===== src/rtl/bpred_btb_if.sv =====
// Fetch-side lookup and ID-side update bundle for the branch target buffer.
interface bpred_btb_if #(
  parameter int LENGTH = 32
) ();
  logic [LENGTH-1:0] lookup_pc;
  logic              pred_hit;
  logic              pred_taken;
  logic [LENGTH-1:0] pred_target;
  logic              upd_valid;
  logic [LENGTH-1:0] upd_pc;
  logic              upd_taken;
  logic [LENGTH-1:0] upd_target;
  logic              upd_mispredict;
  logic              flush_all;
  logic [31:0]       stat_lookups;
  logic [31:0]       stat_mispredicts;

  modport master (
    output lookup_pc, upd_valid, upd_pc, upd_taken, upd_target, upd_mispredict, flush_all,
    input  pred_hit, pred_taken, pred_target, stat_lookups, stat_mispredicts
  );

  modport slave (
    input  lookup_pc, upd_valid, upd_pc, upd_taken, upd_target, upd_mispredict, flush_all,
    output pred_hit, pred_taken, pred_target, stat_lookups, stat_mispredicts
  );
endinterface


===== src/rtl/bpred_btb.sv =====
// Direct-mapped branch target buffer with saturating direction counters.
// Define BPRED_STATS_EN to build the lookup / mispredict statistics counters.
module bpred_btb #(
  parameter int LENGTH  = 32,
  parameter int ENTRIES = 16,
  parameter int TAG_W   = 8,
  parameter int CNT_W   = 2
) (
  input  logic       clk,
  input  logic       rst,
  bpred_btb_if.slave bus
);
  localparam int IDX_W = $clog2(ENTRIES);
  localparam logic [CNT_W-1:0] CNT_MAX = {CNT_W{1'b1}};
  localparam logic [CNT_W-1:0] CNT_WT  = CNT_W'(1) << (CNT_W - 1);
  localparam logic [CNT_W-1:0] CNT_WNT = CNT_WT - CNT_W'(1);

  logic [IDX_W-1:0]  w_lk_idx;
  logic [TAG_W-1:0]  w_lk_tag;
  logic [IDX_W-1:0]  w_up_idx;
  logic [TAG_W-1:0]  w_up_tag;
  logic [ENTRIES-1:0] w_valid;
  logic [TAG_W-1:0]  w_tag    [ENTRIES];
  logic [LENGTH-1:0] w_target [ENTRIES];
  logic [CNT_W-1:0]  w_cnt    [ENTRIES];
  logic              w_lk_hit;
  logic              w_lk_taken;
  logic [LENGTH-1:0] w_seq_pc;
  logic              w_unused;

  assign w_lk_idx = bus.lookup_pc[IDX_W+1:2];
  assign w_lk_tag = bus.lookup_pc[IDX_W+TAG_W+1:IDX_W+2];
  assign w_up_idx = bus.upd_pc[IDX_W+1:2];
  assign w_up_tag = bus.upd_pc[IDX_W+TAG_W+1:IDX_W+2];

  for (genvar gi = 0; gi < ENTRIES; gi++) begin : g_entry
    logic              r_valid;
    logic [TAG_W-1:0]  r_tag;
    logic [LENGTH-1:0] r_target;
    logic [CNT_W-1:0]  r_cnt;
    logic              w_sel;
    logic              w_hit;
    logic [CNT_W-1:0]  w_cnt_next;

    // flush_all wins over a same-cycle update, so it masks the select
    assign w_sel = bus.upd_valid && !bus.flush_all && (w_up_idx == IDX_W'(gi));
    assign w_hit = r_valid && (r_tag == w_up_tag);

    always_comb begin
      w_cnt_next = r_cnt;
      if (bus.upd_taken) begin
        if (r_cnt != CNT_MAX) w_cnt_next = r_cnt + CNT_W'(1);
      end else begin
        if (r_cnt != '0) w_cnt_next = r_cnt - CNT_W'(1);
      end
    end

    always_ff @(posedge clk or negedge rst) begin
      if (!rst) begin
        r_valid  <= 1'b0;
        r_tag    <= '0;
        r_target <= '0;
        r_cnt    <= CNT_WNT;
      end else if (bus.flush_all) begin
        r_valid <= 1'b0;
      end else if (w_sel) begin
        if (w_hit) begin
          r_cnt <= w_cnt_next;
          if (bus.upd_taken) r_target <= bus.upd_target;
        end else if (bus.upd_taken) begin
          r_valid  <= 1'b1;
          r_tag    <= w_up_tag;
          r_target <= bus.upd_target;
          r_cnt    <= CNT_WT;
        end
      end
    end

    assign w_valid[gi]  = r_valid;
    assign w_tag[gi]    = r_tag;
    assign w_target[gi] = r_target;
    assign w_cnt[gi]    = r_cnt;
  end

  // Lookup reads the registered table, so a same-cycle update is seen next cycle
  assign w_lk_hit   = w_valid[w_lk_idx] && (w_tag[w_lk_idx] == w_lk_tag);
  assign w_lk_taken = w_lk_hit && w_cnt[w_lk_idx][CNT_W-1];
  assign w_seq_pc   = bus.lookup_pc + LENGTH'(4);

  assign bus.pred_hit    = w_lk_hit;
  assign bus.pred_taken  = w_lk_taken;
  assign bus.pred_target = w_lk_taken ? w_target[w_lk_idx] : w_seq_pc;

`ifdef BPRED_STATS_EN
  logic [31:0] r_stat_lookups;
  logic [31:0] r_stat_mispredicts;

  always_ff @(posedge clk or negedge rst) begin
    if (!rst) begin
      r_stat_lookups     <= '0;
      r_stat_mispredicts <= '0;
    end else begin
      if (r_stat_lookups != 32'hFFFF_FFFF) r_stat_lookups <= r_stat_lookups + 32'd1;
      if (bus.upd_valid && bus.upd_mispredict && (r_stat_mispredicts != 32'hFFFF_FFFF))
        r_stat_mispredicts <= r_stat_mispredicts + 32'd1;
    end
  end

  assign bus.stat_lookups     = r_stat_lookups;
  assign bus.stat_mispredicts = r_stat_mispredicts;
  assign w_unused = ^{bus.lookup_pc, bus.upd_pc};
`else
  assign bus.stat_lookups     = 32'd0;
  assign bus.stat_mispredicts = 32'd0;
  assign w_unused = ^{bus.lookup_pc, bus.upd_pc, bus.upd_mispredict};
`endif

endmodule


===== src/flat_wrapper.sv =====
// flat-port wrapper written by rule: the top's interface ports become plain ports
module bpred_btb_flat 
#(
  parameter int LENGTH  = 32,
  parameter int ENTRIES = 16,
  parameter int TAG_W   = 8,
  parameter int CNT_W   = 2
)
  (clk, rst, bus_lookup_pc, bus_upd_valid, bus_upd_pc, bus_upd_taken, bus_upd_target, bus_upd_mispredict, bus_flush_all, bus_pred_hit, bus_pred_taken, bus_pred_target, bus_stat_lookups, bus_stat_mispredicts);
  bpred_btb_if #(.LENGTH(LENGTH)) bus_i ();
  input  logic clk;
  input  logic rst;
  input wire logic [$bits(bus_i.lookup_pc)-1:0] bus_lookup_pc;
  input wire logic [$bits(bus_i.upd_valid)-1:0] bus_upd_valid;
  input wire logic [$bits(bus_i.upd_pc)-1:0] bus_upd_pc;
  input wire logic [$bits(bus_i.upd_taken)-1:0] bus_upd_taken;
  input wire logic [$bits(bus_i.upd_target)-1:0] bus_upd_target;
  input wire logic [$bits(bus_i.upd_mispredict)-1:0] bus_upd_mispredict;
  input wire logic [$bits(bus_i.flush_all)-1:0] bus_flush_all;
  output wire logic [$bits(bus_i.pred_hit)-1:0] bus_pred_hit;
  output wire logic [$bits(bus_i.pred_taken)-1:0] bus_pred_taken;
  output wire logic [$bits(bus_i.pred_target)-1:0] bus_pred_target;
  output wire logic [$bits(bus_i.stat_lookups)-1:0] bus_stat_lookups;
  output wire logic [$bits(bus_i.stat_mispredicts)-1:0] bus_stat_mispredicts;
  assign bus_i.lookup_pc = bus_lookup_pc;
  assign bus_i.upd_valid = bus_upd_valid;
  assign bus_i.upd_pc = bus_upd_pc;
  assign bus_i.upd_taken = bus_upd_taken;
  assign bus_i.upd_target = bus_upd_target;
  assign bus_i.upd_mispredict = bus_upd_mispredict;
  assign bus_i.flush_all = bus_flush_all;
  assign bus_pred_hit = bus_i.pred_hit;
  assign bus_pred_taken = bus_i.pred_taken;
  assign bus_pred_target = bus_i.pred_target;
  assign bus_stat_lookups = bus_i.stat_lookups;
  assign bus_stat_mispredicts = bus_i.stat_mispredicts;
  bpred_btb #(.LENGTH(LENGTH), .ENTRIES(ENTRIES), .TAG_W(TAG_W), .CNT_W(CNT_W)) u_core (.clk(clk), .rst(rst), .bus(bus_i));
endmodule

===== config.mk =====
export PLATFORM = sky130hd
export DESIGN_NAME = bpred_btb_flat
export DESIGN_NICKNAME = d
export VERILOG_FILES = /design/src/rtl/bpred_btb_if.sv /design/src/rtl/bpred_btb.sv /design/src/flat_wrapper.sv
export SDC_FILE = /design/constraint.sdc
export NUM_CORES = 1
export LEC_CHECK = 0
export CAP_MARGIN = 20
export CORE_MARGIN = 4
export CORE_UTILIZATION = 54
export CTS_CLUSTER_DIAMETER = 30
export DETAILED_ROUTE_END_ITERATION = 12
export PLACE_DENSITY = 0.76
export SETUP_SLACK_MARGIN = 0.2
export SKIP_CTS_REPAIR_TIMING = 1
export SLEW_MARGIN = 20
export SYNTH_ARGS = -nofsm -noshare
export SYNTH_HDL_FRONTEND = slang
export SYNTH_SLANG_ARGS = --single-unit

===== constraint.sdc =====
create_clock -name clk -period 4.11 [get_ports clk]
set_input_delay 0.822 -clock clk [delete_from_list [all_inputs] [get_ports clk]]
set_output_delay 0.822 -clock clk [all_outputs]
set_load 0.005 [all_outputs]

* Yosys cells after proc, flatten, opt, wreduce, memory -nomap -nowiden *
Index checks and enable logic that the tools add are counted.

word-level totals
  flip-flop bits (word level) = 688
  input bits = 102

operators by class
  $add $sub $neg = 33
  order comparisons = 2
  eq/ne operators = 80
  multiplexer cells = 126
  bitwise operators = 18
  reduce and logical (&&, ||, !) cells = 166

operators by type and width
  cell                                                                          count
  8-bit == test                                                                 17
  2-bit two-way mux                                                             67
  2-bit nonzero test                                                            65
  32-bit binary-select mux with 4-bit select                                    1
  32-bit two-way mux                                                            3
  3-bit AND reduction                                                           32
  5-bit AND reduction                                                           16
  2-bit != test, second input constant                                          32
  4-bit AND reduction                                                           16
  1-bit two-way mux                                                             50
  3-bit != test, second input constant                                          16
  1-bit logical AND                                                             35
  2-bit by 1-bit adder with 2-bit output, second input constant                 16
  32-bit by 3-bit adder with 32-bit output, second input constant               1
  8-bit binary-select mux with 4-bit select                                     1
  4-bit == test, second input constant                                          8
  2-bit by 1-bit subtractor with 2-bit output, second input constant            16
  1-bit inverter                                                                17
  4-bit by 3-bit == test with 1-bit output, second input constant               4
  8-bit two-way mux                                                             2
  2-bit binary-select mux with 4-bit select                                     1
  4-bit by 2-bit == test with 1-bit output, second input constant               2
  5-bit >= comparator, second input constant                                    1
  4-bit by 5-bit less-than comparator with 1-bit output, second input constant  1
  5 further kinds                                                               5

* Longest topological paths before layout *
  word-level depth = 8
  depth in mapped cells = 12

* Least setup slack after synthesis *
OpenSTA, ideal clock, no wires.

  kind = input to output
  from = in bus_lookup_pc[3]
  to = out bus_pred_target[25]
  arrival time = 3.397 ns
  path slack = -0.109 ns
  cell stages on the path = 9
  buffers on the path = 6
  cells stage by stage = buf_2 -> buf_2 -> buf_4 -> buf_2 -> buf_1 -> buf_1 -> mux4_2 -> mux4_2 -> mux2_4

between the ends
  longest elaborated chain between the ends = 8

ends and longest elaborated chain
  item                                                    line                                               source
  from (decl)                                             flat_wrapper.sv:13                                 input wire logic [$bits(bus_i.lookup_pc)-1:0] bus_lookup_pc;
  4-bit inverter with 5-bit output (not written as such)  bpred_btb.sv:86, bpred_btb.sv:87, bpred_btb.sv:92
  8-bit binary-select mux with 4-bit select               bpred_btb.sv:86                                    assign w_lk_hit = w_valid[w_lk_idx] && (w_tag[w_lk_idx] == w_lk_tag);
  8-bit two-way mux (not written as such) (2 in series)   bpred_btb.sv:86
  8-bit == test                                           bpred_btb.sv:86
  1-bit logical AND                                       bpred_btb.sv:86
  1-bit logical AND                                       bpred_btb.sv:87                                    assign w_lk_taken = w_lk_hit && w_cnt[w_lk_idx][CNT_W-1];
  32-bit two-way mux *                                    bpred_btb.sv:92                                    assign bus.pred_target = w_lk_taken ? w_target[w_lk_idx] : w_seq_pc;
  to (decl)                                               flat_wrapper.sv:22                                 output wire logic [$bits(bus_i.pred_target)-1:0] bus_pred_target;

Mark *: on every way between the ends. The rest lies on a longest branch, timed or not. The select of a mux whose other input is x is not followed.

* Final worst setup path *
  from = reg u_core.g_entry[3].r_tag[6]
  to = out bus_pred_target[28]

between the ends
  longest elaborated chain between the ends = 7

ends and longest elaborated chain
  item                                                   line             source
  from (decl)                                            bpred_btb.sv:38  logic [TAG_W-1:0] r_tag;
  from (signal assigned)                                 bpred_btb.sv:72  r_tag <= w_up_tag;
  8-bit binary-select mux with 4-bit select              bpred_btb.sv:86
  8-bit two-way mux (not written as such) (2 in series)  bpred_btb.sv:86
  8-bit == test                                          bpred_btb.sv:86
  1-bit logical AND                                      bpred_btb.sv:86
  1-bit logical AND                                      bpred_btb.sv:87
  32-bit two-way mux                                     bpred_btb.sv:92

No other way between the ends. The select of a mux whose other input is x is not followed.

==> metrics.md <==
| Metric | Value |
|---|---|
| Crit path launch type | flop |
| Final setup vio count | 32 |
| Yosys cell types | 52 |
| Worst R2R Path Depth | 6 |
| Post-Layout Inst Area | 42400 sq um |
| RSZ-0062 raised after global routing | yes |
| Crit path buf inv count | 5 |
| Avg WL per Cell | 26.9 microns |
| First DRT Iteration DRCs | 2142 |
| Die Y | 261 microns |
| IO Count | 200 |
| Cell family with most CP delay | multiplexers |
| Crit Path Max Fanout | 5 |
| DRT Wirelength | 102 mm |
| H-tree levels | 4 |
| Drt pass-1 iters | 9 |
| Sw Share | 24.5% |
| Clk_skew | 26.6 ps |
| Root Buffer | clkbuf_16 |
| Multi-input logic area | 16200 sq um |
| CP cell instances | mux4_2 -> mux4_2 -> xor2_2 -> a221oi_2 -> nand4b_1 -> nor4_4 -> buf_6 -> buf_12 -> buf_12 -> clkbuf_16 -> mux2_4 -> clkbuf_2 |
| Area Growth Syn to Fin | 23.2% |
| Worst Tran Pin Value | 832 ps |
| Most area-consuming cells after synthesis | dfrtp_1 49%, mux2_2 19%, mux4_2 12%, nand2_1 3.0%, xor2_1 2.7% |
| Routability Congestion | 1.01 |
| Post-Synth Simple-Gate Area | 5.79% |
| Main synth FF type | dfrtp_1 |
| Slew margin rel. | 44.5% |
| Comb pwr share | 12.2% |
| Leak | 19.8 nW |
| Mean Syn Cell Area | 13.4 sq um |
| Cell area after synthesis | 34400 sq um |
| Post-synthesis mux area share | 33.4% |
| DR vias | 23400 |
| Site Rows | 92 |
| Final hold violations | 0 |
| Adder-Cell Fraction of Synth Area | 0.0363% |
| Vias per cell | 6.20 |
| Post-DRT Antenna Nets | 0 |
| Hold slack | 189 ps |
| Gr ovfl total | 0 |
| Critical path depth in cells | 12 |
| Placed Area | 37400 sq um |
| CP endpoint kind | output pin |
| Post-synthesis sequential area ratio | 50.0% |
| Final min period | 4800 ps |
| Top cell type by total area after synthesis | dfrtp_1 |
| TritonCTS buffer count | 136 |
| Cell Pwr Density | 523 nW/um^2 |
| Post-synth EDFFs | 0 |
| Cell internal pwr | 16.7 mW |
| CTS tree | yes |
| XOR/XNOR share of the synthesized area | 4.12% |
| Clock network power share | 50.6% |
| Worst EP required | 3290 ps |
| GRT Total Usage | 29.7% |
| Yosys Warn Count | 0 |
| Critical path data arrival time | 3970 ps |
| Sequential Power Share | 37.3% |
| Final Max Tran Viols | 0 |
| Final WS setup | -685 ps |
| Status | finished with violations |
| Peak supply drop | 0.000339 V |
| Failing checks | negative setup slack |
| Slowest stage delay, CP | 510 ps |
| P_sw | 5.43 mW |
| Kind of critical path | flop to output pin |
| Vias in the first global route | 24900 |
| # DRC | 0 |
| Die X | 261 microns |
| Latest clock arrival within the worst-skew pair | 710 ps |
| Max_cap viols | 0 |
| Hold WC Path Type | input port to asynchronous set/reset pin |
| Total clock sinks | 688 |
| Global-route wire length before repair | 152 mm |
| Input/output buffers | 114 |
| Initial cell density of the core | 54.6% |
| Final HPWL DP | 61.3 mm |
| Core Footprint | 63100 sq um |
| Post-synth ARST share | 100% |
| Synth Register Bits | 688 |
| Clock Pin Slew Worst Setup and Hold Paths | 40 ps |
| Worst path slowest cell | mux4_2 |
| Die area | 67900 sq um |
| Top-area cell type share of the netlist area | 48.8% |
| F_max | 209 MHz |
| Initial antenna violation count | 4 |
| Main combinational cell family by area after synthesis | multiplexers |
| Compound-gate portion of the synthesized area | 2.58% |
| Net count, final | 2924 |
| Share of cells above drive strength 1 | 45.0% |
| Post-synthesis cell count | 2562 |
| FILL cells | 4209 |
| Largest net degree at the start of global routing | 105 |
| Sequential Area | 17200 sq um |
| Max Buffers Root-to-Sink | 3 |
| Post-route clock period utilization | 117% |
==> cell usage after synthesis (2+ instances only) <==
master	n
a21o_1	8
a21oi_1	21
a221oi_1	3
a22o_1	4
a22oi_1	22
a31o_2	2
a31oi_1	6
and2_1	3
and3_1	6
and4_1	3
buf_1	54
buf_2	17
buf_4	66
buf_6	4
clkbuf_1	124
clkinv_1	2
dfrtp_1	672
dfstp_2	16
inv_1	24
mux2_2	576
mux2_4	29
mux2i_1	35
mux4_1	9
mux4_2	177
nand2_1	275
nand2b_1	2
nand3_1	25
nand3b_1	4
nand4_1	25
nor2_1	44
nor2b_1	8
nor3_1	25
nor4_1	18
o21a_1	2
o21ai_0	48
o22ai_1	24
or2_2	2
or3_1	3
xnor2_1	54
xor2_1	108
==> sequential cells by signal (all words and copies together) (netlist names) <==
signal                   flops
u_core.g_entry.r_valid      16
u_core.g_entry.r_target    512
u_core.g_entry.r_cnt        32
u_core.g_entry.r_tag       128
==> per-layer routing <==
layer,GRT usage [%],part of all wire (%),vias up
met5,0,0.013,-
li1,-,-,9672
met3,8.13,8.1,295
met4,13.1,4.3,2
met1,38.7,39,12300
met2,47.2,48,1127
==> power by group through the flow <==
stage | Clock, mW | Combinational (mW) | Sequential [mW]
2_1_floorplan | 0 | 1.84 | 8.11
3_3_place_gp | 0 | 2.53 | 8.23
3_5_place_dp | 0 | 2.63 | 8.31
4_1_cts | 11.3 | 2.68 | 8.23
5_1_grt | 11.6 | 2.90 | 8.33
6_report | 11.2 | 2.70 | 8.26
==> per-stage QoR <==
stage / instances / utilization (%) / total power, mW / setup TNS, ps / worst slack (ps)
finish: 3777 / 67.3 / 22.2 / -20150 / -685
global route: 3775 / 67.2 / 22.9 / -24370 / -814
CTS: 3751 / 66.7 / 22.2 / -37120 / -1400
detailed placement: 3506 / 59.3 / 10.9 / -31060 / -1200
global placement: 3506 / 59.3 / 10.8 / -29990 / -1190
floorplan: 2625 / - / 9.95 / -617 / -21.6
==> cells by family after synthesis <==
kind of cell | after synthesis
AO/OA/AOI/OAI | 143
XOR/XNOR | 162
adder cells (fa/ha/maj) | 1
buffers and inverters | 291
flip-flops | 688
multiplexers | 826
other | 1
AND/OR/NAND/NOR | 450
==> final timing paths <==
| kind | start | endpoint | slack (ps) |
|---|---|---|---|
| setup / recovery | u_core.g_entry[3].r_tag[6] | bus_pred_target[28] | -690 |
| hold / removal | rst | u_core.g_entry[10].r_tag[6] | 190 |
| setup reg to reg | u_core.g_entry[15].r_tag[6] | u_core.g_entry[15].r_tag[6] | 1550 |
| hold reg to reg | u_core.g_entry[15].r_target[21] | u_core.g_entry[15].r_target[21] | 470 |
| max in group asynchronous | rst | u_core.g_entry[10].r_target[22] | 2790 |
| min in group clk | u_core.g_entry[15].r_target[21] | u_core.g_entry[15].r_target[21] | 470 |
==> area by class of cell <==
cell class / instances / share of cell area (%)
clock inverters: 63 / 1.83
inverters: 26 / 0.233
well taps: 846 / 2.50
clock buffers: 182 / 9.27
flip-flops and latches: 688 / 40.6
repair buffers: 323 / 7.23
diodes: 3 / 0.0177
multi-input cells: 1646 / 38.3
==> cell usage in the layout (no fill, tap or decap), types with 13 or more instances in the layout <==
cell type and n:
conb_1 64, clkbuf_2 29, dfrtp_1 672, nand3_1 22
a21oi_1 20, clkbuf_1 15, clkdlybuf4s50_1 75, mux4_2 179
mux2_4 31, buf_6 13, o22ai_1 24, xor2_1 106
clkbuf_16 143, clkbuf_8 28, nand4_1 25, inv_1 23
dfstp_2 16, mux2i_1 34, a22oi_1 20, nor2_1 35
bufinv_16 14, clkinv_2 21, nand2_1 275, buf_4 167
buf_12 29, xnor2_1 54, o21ai_0 48, nor3_1 23
mux2_2 574, nor4_1 16
Note: power is estimated with default switching activity, not from simulation.
